--- config.mk ---
export PLATFORM = sky130hd
export DESIGN_NAME = muldiv_ctrl_flat
export DESIGN_NICKNAME = d
export VERILOG_FILES = /design/src/rtl/muldiv_ctrl_pkg.sv /design/src/rtl/muldiv_ctrl_if.sv /design/src/rtl/muldiv_ctrl_div_step.sv /design/src/rtl/muldiv_ctrl.sv /design/src/flat_wrapper.sv
export SDC_FILE = /design/constraint.sdc
export NUM_CORES = 1
export LEC_CHECK = 0
export CORE_UTILIZATION = 25
export CTS_CLUSTER_DIAMETER = 100
export DETAILED_ROUTE_END_ITERATION = 16
export PLACE_DENSITY = 0.48
export SYNTH_ARGS = -nofsm -noshare
export SYNTH_HDL_FRONTEND = slang
export SYNTH_SLANG_ARGS = --single-unit
--- constraint.sdc ---
create_clock -name clock -period 9.99 [get_ports clock]
set_input_delay 0.999 -clock clock [delete_from_list [all_inputs] [get_ports clock]]
set_output_delay 0.999 -clock clock [all_outputs]
set_load 0.01 [all_outputs]
--- src/rtl/muldiv_ctrl_pkg.sv ---
// Shared constants, state encoding and helpers for the MULT/DIV sequencer.
package muldiv_pkg;

  localparam int WIDTH = 32;

  // Index of the final iteration step (32 steps counted 0..31)
  localparam logic [4:0] STEP_LAST = 5'd31;

  // 2-bit state encoding kept as plain constants for compatibility with older tools
  localparam logic [1:0] ST_IDLE = 2'b00;
  localparam logic [1:0] ST_MULT = 2'b01;
  localparam logic [1:0] ST_DIV  = 2'b10;
  localparam logic [1:0] ST_DONE = 2'b11;

  // Working registers of the restoring divider: partial remainder and shifting quotient
  typedef struct packed {
    logic [WIDTH-1:0] rem;
    logic [WIDTH-1:0] quo;
  } div_state_t;

  // Magnitude of a signed word; -2^31 maps to 0x80000000, which is exact as unsigned
  function automatic logic [WIDTH-1:0] abs32(input logic [WIDTH-1:0] v);
    return v[WIDTH-1] ? (32'd0 - v) : v;
  endfunction

  // Re-apply a sign to an unsigned magnitude
  function automatic logic [WIDTH-1:0] apply_sign(input logic [WIDTH-1:0] mag, input logic neg);
    return neg ? (32'd0 - mag) : mag;
  endfunction

endpackage

--- src/rtl/muldiv_ctrl_if.sv ---
// Request/result bundle between the main control FSM and the MULT/DIV sequencer.
interface muldiv_ctrl_if;
  import muldiv_pkg::*;

  logic             start_mult;
  logic             start_div;
  logic [WIDTH-1:0] a_in;
  logic [WIDTH-1:0] b_in;
  logic             busy;
  logic             done;
  logic             div_zero;
  logic [WIDTH-1:0] hi_out;
  logic [WIDTH-1:0] lo_out;

  // The main control FSM issues requests and consumes results
  modport master (
    output start_mult, start_div, a_in, b_in,
    input  busy, done, div_zero, hi_out, lo_out
  );

  // The sequencer receives requests and presents results
  modport slave (
    input  start_mult, start_div, a_in, b_in,
    output busy, done, div_zero, hi_out, lo_out
  );

endinterface

--- src/rtl/muldiv_ctrl_div_step.sv ---
// One restoring-division step: shift {rem, quo} left, trial subtract, set quotient bit.
module div_step
  import muldiv_pkg::*;
(
  input  div_state_t        cur,
  input  logic [WIDTH:0]    divisor,
  output div_state_t        nxt
);

  logic [WIDTH:0]   shifted;
  logic [WIDTH-1:0] diff;
  logic             fits;

  // The remainder always stays below the divisor (<= 2^31), so a 32-bit difference is exact when it fits
  always_comb begin
    shifted  = {cur.rem, cur.quo[WIDTH-1]};
    fits     = (shifted >= divisor);
    diff     = shifted[WIDTH-1:0] - divisor[WIDTH-1:0];
    nxt.rem  = fits ? diff : shifted[WIDTH-1:0];
    nxt.quo  = {cur.quo[WIDTH-2:0], fits};
  end

endmodule

--- src/rtl/muldiv_ctrl.sv ---
// Multicycle signed multiply (radix-2 Booth) and signed restoring divide sequencer.
// Results live in hi/lo output registers that only change on completion; all
// iteration happens in shadow registers.
module muldiv_ctrl
  import muldiv_pkg::*;
(
  input  logic          clock,
  input  logic          reset,
  muldiv_ctrl_if.slave  bus
);

  logic [1:0]        state;
  logic [4:0]        count;
  logic              busy_q;
  logic              done_q;
  logic              div_zero_q;
  logic              dz_pend;
  logic [WIDTH-1:0]  hi_q;
  logic [WIDTH-1:0]  lo_q;

  // Multiply shadow: multiplicand and the 65-bit {hi, lo, q-1} product register
  logic [WIDTH-1:0]  mcand;
  logic [2*WIDTH:0]  prod;
  logic [WIDTH:0]    booth_sum;
  logic [2*WIDTH:0]  prod_next;

  // Divide shadow: magnitudes and the result signs
  div_state_t        dacc;
  div_state_t        dacc_next;
  logic [WIDTH:0]    dvsr;
  logic              q_neg;
  logic              r_neg;

  // Booth step: add/subtract the sign-extended multiplicand into hi, then arithmetic shift right
  always_comb begin
    booth_sum = {prod[2*WIDTH], prod[2*WIDTH:WIDTH+1]};
    case (prod[1:0])
      2'b01:   booth_sum = {prod[2*WIDTH], prod[2*WIDTH:WIDTH+1]} + {mcand[WIDTH-1], mcand};
      2'b10:   booth_sum = {prod[2*WIDTH], prod[2*WIDTH:WIDTH+1]} - {mcand[WIDTH-1], mcand};
      default: booth_sum = {prod[2*WIDTH], prod[2*WIDTH:WIDTH+1]};
    endcase
    prod_next = {booth_sum, prod[WIDTH:1]};
  end

  div_step u_div_step (
    .cur     (dacc),
    .divisor (dvsr),
    .nxt     (dacc_next)
  );

  // Sequencer FSM plus shadow datapath; outputs are only loaded on completion
  always_ff @(posedge clock or negedge reset) begin
    if (!reset) begin
      state      <= ST_IDLE;
      count      <= '0;
      busy_q     <= 1'b0;
      done_q     <= 1'b0;
      div_zero_q <= 1'b0;
      dz_pend    <= 1'b0;
      hi_q       <= '0;
      lo_q       <= '0;
      mcand      <= '0;
      prod       <= '0;
      dacc       <= '0;
      dvsr       <= '0;
      q_neg      <= 1'b0;
      r_neg      <= 1'b0;
    end else begin
      case (state)
        ST_IDLE: begin
          count <= '0;
          if (bus.start_mult) begin
            state  <= ST_MULT;
            busy_q <= 1'b1;
            mcand  <= bus.a_in;
            prod   <= {32'd0, bus.b_in, 1'b0};
          end else if (bus.start_div) begin
            busy_q   <= 1'b1;
            q_neg    <= bus.a_in[WIDTH-1] ^ bus.b_in[WIDTH-1];
            r_neg    <= bus.a_in[WIDTH-1];
            dacc.rem <= '0;
            dacc.quo <= abs32(bus.a_in);
            dvsr     <= {1'b0, abs32(bus.b_in)};
            if (bus.b_in == '0) begin
              state   <= ST_DONE;
              dz_pend <= 1'b1;
            end else begin
              state   <= ST_DIV;
            end
          end
        end

        ST_MULT: begin
          prod  <= prod_next;
          count <= count + 5'd1;
          if (count == STEP_LAST) begin
            state  <= ST_DONE;
            done_q <= 1'b1;
            hi_q   <= prod_next[2*WIDTH:WIDTH+1];
            lo_q   <= prod_next[WIDTH:1];
          end
        end

        ST_DIV: begin
          dacc  <= dacc_next;
          count <= count + 5'd1;
          if (count == STEP_LAST) begin
            state  <= ST_DONE;
            done_q <= 1'b1;
            hi_q   <= apply_sign(dacc_next.rem, r_neg);
            lo_q   <= apply_sign(dacc_next.quo, q_neg);
          end
        end

        ST_DONE: begin
          if (dz_pend) begin
            dz_pend    <= 1'b0;
            done_q     <= 1'b1;
            div_zero_q <= 1'b1;
          end else begin
            state      <= ST_IDLE;
            busy_q     <= 1'b0;
            done_q     <= 1'b0;
            div_zero_q <= 1'b0;
          end
        end
      endcase
    end
  end

  assign bus.busy     = busy_q;
  assign bus.done     = done_q;
  assign bus.div_zero = div_zero_q;
  assign bus.hi_out   = hi_q;
  assign bus.lo_out   = lo_q;

endmodule

--- src/flat_wrapper.sv ---
// flat-port wrapper written by rule: the top's interface ports become plain ports
module muldiv_ctrl_flat import muldiv_pkg::*;
  (clock, reset, bus_start_mult, bus_start_div, bus_a_in, bus_b_in, bus_busy, bus_done, bus_div_zero, bus_hi_out, bus_lo_out);
  muldiv_ctrl_if bus_i ();
  input  logic clock;
  input  logic reset;
  input wire logic [$bits(bus_i.start_mult)-1:0] bus_start_mult;
  input wire logic [$bits(bus_i.start_div)-1:0] bus_start_div;
  input wire logic [$bits(bus_i.a_in)-1:0] bus_a_in;
  input wire logic [$bits(bus_i.b_in)-1:0] bus_b_in;
  output wire logic [$bits(bus_i.busy)-1:0] bus_busy;
  output wire logic [$bits(bus_i.done)-1:0] bus_done;
  output wire logic [$bits(bus_i.div_zero)-1:0] bus_div_zero;
  output wire logic [$bits(bus_i.hi_out)-1:0] bus_hi_out;
  output wire logic [$bits(bus_i.lo_out)-1:0] bus_lo_out;
  assign bus_i.start_mult = bus_start_mult;
  assign bus_i.start_div = bus_start_div;
  assign bus_i.a_in = bus_a_in;
  assign bus_i.b_in = bus_b_in;
  assign bus_busy = bus_i.busy;
  assign bus_done = bus_i.done;
  assign bus_div_zero = bus_i.div_zero;
  assign bus_hi_out = bus_i.hi_out;
  assign bus_lo_out = bus_i.lo_out;
  muldiv_ctrl u_core (.clock(clock), .reset(reset), .bus(bus_i));
endmodule
==> results of run 1 <==
-- layer usage --
metal / GRT usage, % / up-vias / share of wire, %
li1: - / 8340 / -
met1: 25.1 / 8643 / 47
met2: 29.7 / 437 / 47
met3: 2.25 / 63 / 4.6
met4: 4.37 / 0 / 2.0
met5: 0 / - / 0
-- cells in the final DEF, fill, tap and decap left out, types with 7 or more instances in the layout --
| cell type | count |
|---|---|
| nor3_1 | 29 |
| a211oi_1 | 16 |
| nor2b_1 | 10 |
| nand2_1 | 315 |
| dfrtp_1 | 270 |
| xnor2_1 | 78 |
| a21o_1 | 28 |
| buf_4 | 21 |
| o21ai_1 | 18 |
| nand2b_1 | 14 |
| nand4_1 | 15 |
| or3_1 | 18 |
| a22o_1 | 22 |
| or4_1 | 22 |
| bufinv_16 | 7 |
| o211ai_1 | 13 |
| o21ai_0 | 295 |
| xor2_1 | 109 |
| ha_1 | 75 |
| o21a_1 | 19 |
| nor2_1 | 155 |
| nand3_1 | 25 |
| clkdlybuf4s50_1 | 133 |
| nor4_1 | 19 |
| a21oi_1 | 150 |
| or2_2 | 7 |
| and2_1 | 13 |
| mux2_2 | 42 |
| clkbuf_16 | 39 |
| and3_1 | 11 |
| inv_1 | 74 |
| a31oi_1 | 22 |
| o31ai_1 | 47 |
| nor3b_1 | 7 |
| o41ai_1 | 19 |
| mux2i_1 | 76 |
-- cells by family after synthesis --
group / Yosys count / share of synthesized area, %
xor+xnor: 187 / 8.56
flops: 270 / 35.3
mux: 119 / 6.51
simple gates: 690 / 16.8
fa+ha+maj: 79 / 5.25
buf+inv: 199 / 4.10
compound gates: 730 / 23.4
-- sequential cells by signal, summed over array words and instances, names as in the netlist, 2 cells and up --
register	flops
u_core.bus.hi_out	32
u_core.bus.lo_out	32
u_core.count	5
u_core.dacc	64
u_core.dvsr	32
u_core.mcand	32
u_core.prod	65
u_core.state	2
-- worst min path at each step --
stage / start / to / slack, ns / depth (start not counted)
final: reset / u_core.mcand[30] / 0.41 / 1
after CTS: reset / u_core.mcand[30] / 0.46 / 1
after global routing: reset / u_core.mcand[30] / 0.48 / 1
after detailed placement: u_core.dvsr[18] / u_core.dvsr[18] / 0.47 / 2
after floorplan: u_core.dvsr[31] / u_core.dvsr[31] / 0.45 / 2
after global placement: u_core.dvsr[10] / u_core.dvsr[10] / 0.47 / 2
-- area by class of cell --
type | count | area (µm²) | area share (%)
Clock buffer | 47 | 1050 | 4.60
Multi-Input combinational cell | 1805 | 11600 | 51.2
Tap cell | 978 | 1220 | 5.38
Inverter | 75 | 282 | 1.24
Clock inverter | 18 | 302 | 1.33
Sequential cell | 270 | 6760 | 29.7
Timing Repair Buffer | 155 | 1500 | 6.61
-- through the flow --
stage | cells | hold slack (ns) | setup slack (ns) | instance area, µm²
2_1_floorplan | 2274 | 0.449 | 4.83 | 19100
3_3_place_gp | 3283 | 0.467 | 3.94 | 21400
3_5_place_dp | 3283 | 0.470 | 3.91 | 21400
4_1_cts | 3348 | 0.462 | 3.89 | 22800
5_1_grt | 3348 | 0.476 | 3.33 | 22800
6_report | 3348 | 0.407 | 3.83 | 22800
==> qor.csv, run 1 <==
stage;metric;value;unit
sta;f_max;162;MHz
global_route;GR Util All Layers;18.1;%
clocking;cts hold-fix bufs;0;
clocking;CTS Sinks;270;
die;Initial Util;25.2;%
worst_setup_path;Worst R2R Path Depth;19;
global_route;first-pass GRT wire length;108;mm
die;Die Area;0.0776;mm²
die;# rows;101;
status;status;finished, final reports clean;
synthesis;commonest cells in the netlist;nand2_1, o21ai_0, dfrtp_1, nor2_1, a21oi_1;
synthesis;Mapped Avg Cell Area;8.41;µm²
die;Die Width;279;µm
global_route;vias in the first global route;17117;
sta;crit share post-route;61.6;%
worst_setup_path;worst-path cell chain;ha_1 > a21oi_1 > nand2b_1 > a31oi_1 > o211ai_2 > and3_1 > buf_4 > nor2_8 > inv_2 > mux2i_1 > ha_1 > nand2_1 > or4_1 > nor3_1 > nor2_1 > or4_1 > o21ai_1 > xor2_1 > a221o_1;
worst_setup_path;Critical Path Sink;u_core.bus.hi_out[22];
run;Max-Cap Viols;0;
worst_setup_path;CP endpoint kind;flip-flop;
clocking;cts bufs inserted;38;
synthesis;synth top area cells;dfrtp_1, o21ai_0, nand2_1;
synthesis;Ys Warns;0;
synthesis;EDFF count, synth;0;
synthesis;sequential share of the synthesized area;35.3;%
synthesis;top-area cell type share of the netlist area;35.3;%
layout;number of fill cells;8067;
clocking;# Post-CTS Setup Buffers;0;
global_route;antenna violations before repair;3;
worst_setup_path;CP Max Fanout;31;
synthesis;cells after synthesis;2274;
route;DRT antenna net count;0;
synthesis;synthesis-stage register bit count;270;
sta;Pins Over Slew Limit;0;
worst_setup_path;slowest CP cell;or4_1;
sta;crit path time final;6.16;ns
sta;Total Neg Setup Slack;0;ns
layout;layout cells sized above 1;6.79;%
worst_setup_path;Top delay family on crit path;simple AND/OR/NAND/NOR gates;
sta;Worst-Margin Slew;0.973;ns
global_route;pin count of the biggest net entering global routing;83;
placement;post-DP HPWL;55.1;mm
synthesis;Synth async-reset ratio;100;%
route;Detailed Routing Iterations Pass 1;5;
worst_setup_path;R2R setup slack;3.83;ns
worst_setup_path;Worst path depth;19;
clocking;CTS tree;yes;
synthesis;Syn Std Cell Area;0.0191;mm²
route;WL final;70.9;mm
worst_setup_path;max incr delay on CP;0.53;ns
layout;Layout area overhead;18.9;%
clocking;post-CTS resize count;0;
synthesis;count leader, synth;nand2_1;
sta;relative slew slack;35.0;%
synthesis;Net Count, Synth;2421;
worst_setup_path;r2r endpoint;u_core.bus.hi_out[22];
clocking;clock buffer depth;3;
layout;Inserted Diodes;0;
clocking;Clock Pin Slew Worst Setup and Hold Paths;0.06;ns
synthesis;Main synth FF type;dfrtp_1;
route;DR WL/cell;21.2;µm
clocking;Clock Latency Late Sink;0.56;ns
worst_setup_path;worst r2r src;u_core.dacc[34];
sta;Final Hold Viols;0;
sta;Max Clock Skew;0.0116;ns
synthesis;Synth area leader;dfrtp_1;
worst_setup_path;arrival time worst endpoint;6.61;ns
worst_setup_path;Crit Path Category;reg -> reg;
route;vias per inst;5.22;
worst_setup_path;critical path launch point type;flip-flop;
sta;unrepaired setup endpoints after global routing;false;
route;Starting DRT DRC Count;1405;
clocking;Root Buffer;clkbuf_16;
worst_setup_path;critical path buffer and inverter count;2;
global_route;GRT Residual Overflow;0;
die;# IOs;135;
worst_setup_path;crit path from;u_core.dacc[34];
route;DRC Markers;0;
die;core area;0.0758;mm²
synthesis;Synth cell types;93;
layout;fin util;30.0;%
die;die height;279;µm
route;vias;17483;
min_path;hold crit path type;in -> async;
sta;setup violators final;0;
placement;Routability Congestion;0.883;
clocking;CTS H-tree depth;2;
layout;Layout Nets;2492;
placement;IO Port Bufs;134;
worst_setup_path;Worst Path Required;10.44;ns
Power of run 1 is not shown: default switching activity piles up to over one toggle a cycle in this logic, so the estimate is an artifact.
==> inputs of run 2 (changes only) <==
- PLACE_DENSITY: 0.48 -> 0.49
- clock period: 9.99 -> 5 ns (I/O delays scaled with it)
==> run 2 against run 1 <==
Die area unchanged. Register-to-register slack got worse by 3.8 ns. Via count up 1.5%. Cell count is 1.9% higher. Flip-flop and latch count did not move. Critical endpoint is now u_core.bus.hi_out[29]. First-iteration DRC count up 2.9%.
==> qor.csv, run 2 (synthesis results as in run 1) <==
stage;metric;value;unit
worst_setup_path;Crit Path Category;reg -> reg;
sta;Pins Over Slew Limit;0;
worst_setup_path;CP Max Fanout;3;
global_route;first-pass GRT wire length;107;mm
clocking;CTS tree;yes;
status;status;finished, final reports clean;
route;DRT antenna net count;0;
sta;unrepaired setup endpoints after global routing;true;
clocking;Root Buffer;clkbuf_16;
layout;Top reg by flops;u_core.prod;
worst_setup_path;CP endpoint kind;flip-flop;
route;vias per inst;5.20;
layout;Largest register FFs;65;
die;Initial Util;25.2;%
clocking;cts bufs inserted;35;
global_route;pin count of the biggest net entering global routing;127;
layout;Layout area overhead;21.9;%
run;Max-Cap Viols;0;
sta;relative slew slack;26.7;%
sta;f_max;202;MHz
layout;Inserted Diodes;0;
worst_setup_path;Worst Path Required;5.43;ns
clocking;CTS H-tree depth;2;
die;die height;279;µm
route;WL final;70.9;mm
global_route;vias in the first global route;17201;
worst_setup_path;slowest CP cell;or4_4;
global_route;GRT Residual Overflow;0;
layout;commonest non-fill, non-tap cell in the layout;nand2_1;
placement;placed inst area;0.0219;mm²
layout;largest registers;u_core.prod (65), u_core.dacc (64);
global_route;GR Util All Layers;17.9;%
worst_setup_path;max incr delay on CP;0.56;ns
sta;Total Neg Setup Slack;0;ns
worst_setup_path;worst-path cell chain;or4_4 > or4b_4 > nor4b_4 > a31oi_1 > xnor2_1 > ha_1 > a21o_1 > or4_4 > a31oi_4 > nor2_2 > a221oi_4 > o31ai_2 > o41ai_2 > buf_4 > xor2_1 > o21ai_1 > a22oi_1 > o21ai_1;
min_path;hold crit path type;in -> async;
worst_setup_path;r2r endpoint;u_core.bus.hi_out[29];
clocking;clock buffer depth;3;
route;Detailed Routing Iterations Pass 1;7;
route;DRC Markers;0;
worst_setup_path;worst r2r src;u_core.mcand[7];
die;# rows;101;
die;# IOs;135;
die;core area;0.0758;mm²
worst_setup_path;arrival time worst endpoint;5.38;ns
placement;Routability Congestion;0.918;
layout;Layout Nets;2553;
worst_setup_path;Worst R2R Path Depth;18;
worst_setup_path;Top delay family on crit path;simple AND/OR/NAND/NOR gates;
sta;Worst-Margin Slew;1.10;ns
sta;crit path time final;4.94;ns
layout;layout cells sized above 1;10.3;%
sta;crit share post-route;98.8;%
clocking;Clock Pin Slew Worst Setup and Hold Paths;0.06;ns
route;vias;17749;
placement;IO Port Bufs;134;
clocking;CTS Sinks;270;
layout;commonest cells after routing, fill and taps aside;nand2_1, o21ai_0, dfrtp_1, nor2_1, a21oi_1;
layout;final instance area;0.0233;mm²
route;Starting DRT DRC Count;1446;
worst_setup_path;R2R setup slack;0.06;ns
clocking;Clock Latency Late Sink;0.56;ns
sta;setup violators final;0;
placement;post-DP HPWL;54.7;mm
die;Die Width;279;µm
die;Die Area;0.0776;mm²
sta;Final Hold Viols;0;
worst_setup_path;critical path buffer and inverter count;1;
route;DR WL/cell;20.8;µm
global_route;antenna violations before repair;1;
sta;Max Clock Skew;0.0183;ns
worst_setup_path;critical path launch point type;flip-flop;
run 2: cell types whose count changed in the layout (fill, tap and decap cells not counted), moves of 3 or more:
cell | before | now
buf_4 | 21 | 81
bufinv_16 | 7 | 2
nor2_2 | 1 | 4
ha_1 | 75 | 68
clkbuf_16 | 39 | 35
ha_4 | 1 | 6
nor2_1 | 155 | 151
buf_12 | 0 | 3
run 2: cell type report:
cell class / count / area [µm²]
repair buffers: 219 / 2020
well taps: 978 / 1220
clock inverters: 16 / 179
clock buffers: 47 / 981
flip-flops and latches: 270 / 6760
multi-input cells: 1805 / 11900
fillers: 8068 / 52500
inverters: 75 / 282
run 2: worst max-delay path by stage:
stage,from,end,cells past startpoint
2_1_floorplan,u_core.dacc[57],u_core.bus.hi_out[22],22
3_3_place_gp,u_core.mcand[7],u_core.bus.hi_out[29],20
3_5_place_dp,u_core.mcand[7],u_core.bus.hi_out[29],20
4_1_cts,u_core.mcand[7],u_core.bus.hi_out[29],18
5_1_grt,u_core.mcand[7],u_core.bus.hi_out[29],18
6_report,u_core.mcand[7],u_core.bus.hi_out[29],18
run 2: metrics by stage:
| stage | hold WS [ns] | cells | utilization, % | setup slack, ns |
|---|---|---|---|---|
| CTS | 0.359 | 3407 | 30.5 | 0.0199 |
| floorplan | 0.204 | 2274 | - | 0.00532 |
| global placement | 0.358 | 3343 | 28.9 | -0.0810 |
| finish | 0.375 | 3410 | 30.8 | 0.0593 |
| detailed placement | 0.360 | 3343 | 28.9 | -0.124 |
| global route | 0.385 | 3410 | 30.8 | -0.238 |
run 2: repair_timing:
item	CTS	global route
pin swaps	0	19
resized for setup	3	38
setup buffers	0	3
hold buffers	1	0
setup endpoints to repair	3	17
endpoints found under the hold margin	22	0
run 2: metal layers:
| layer | up-vias | part of all wire, % | track usage (%) | wire (µm) |
|---|---|---|---|---|
| li1 | 8434 | - | - | - |
| met1 | 8778 | 46 | 24.8 | 32900 |
| met2 | 467 | 47 | 29.4 | 33200 |
| met3 | 70 | 4.7 | 2.17 | 3370 |
| met4 | 0 | 2.0 | 4.41 | 1430 |
| met5 | - | 0 | 0 | 0 |
Power of run 2 is left out for the same reason.
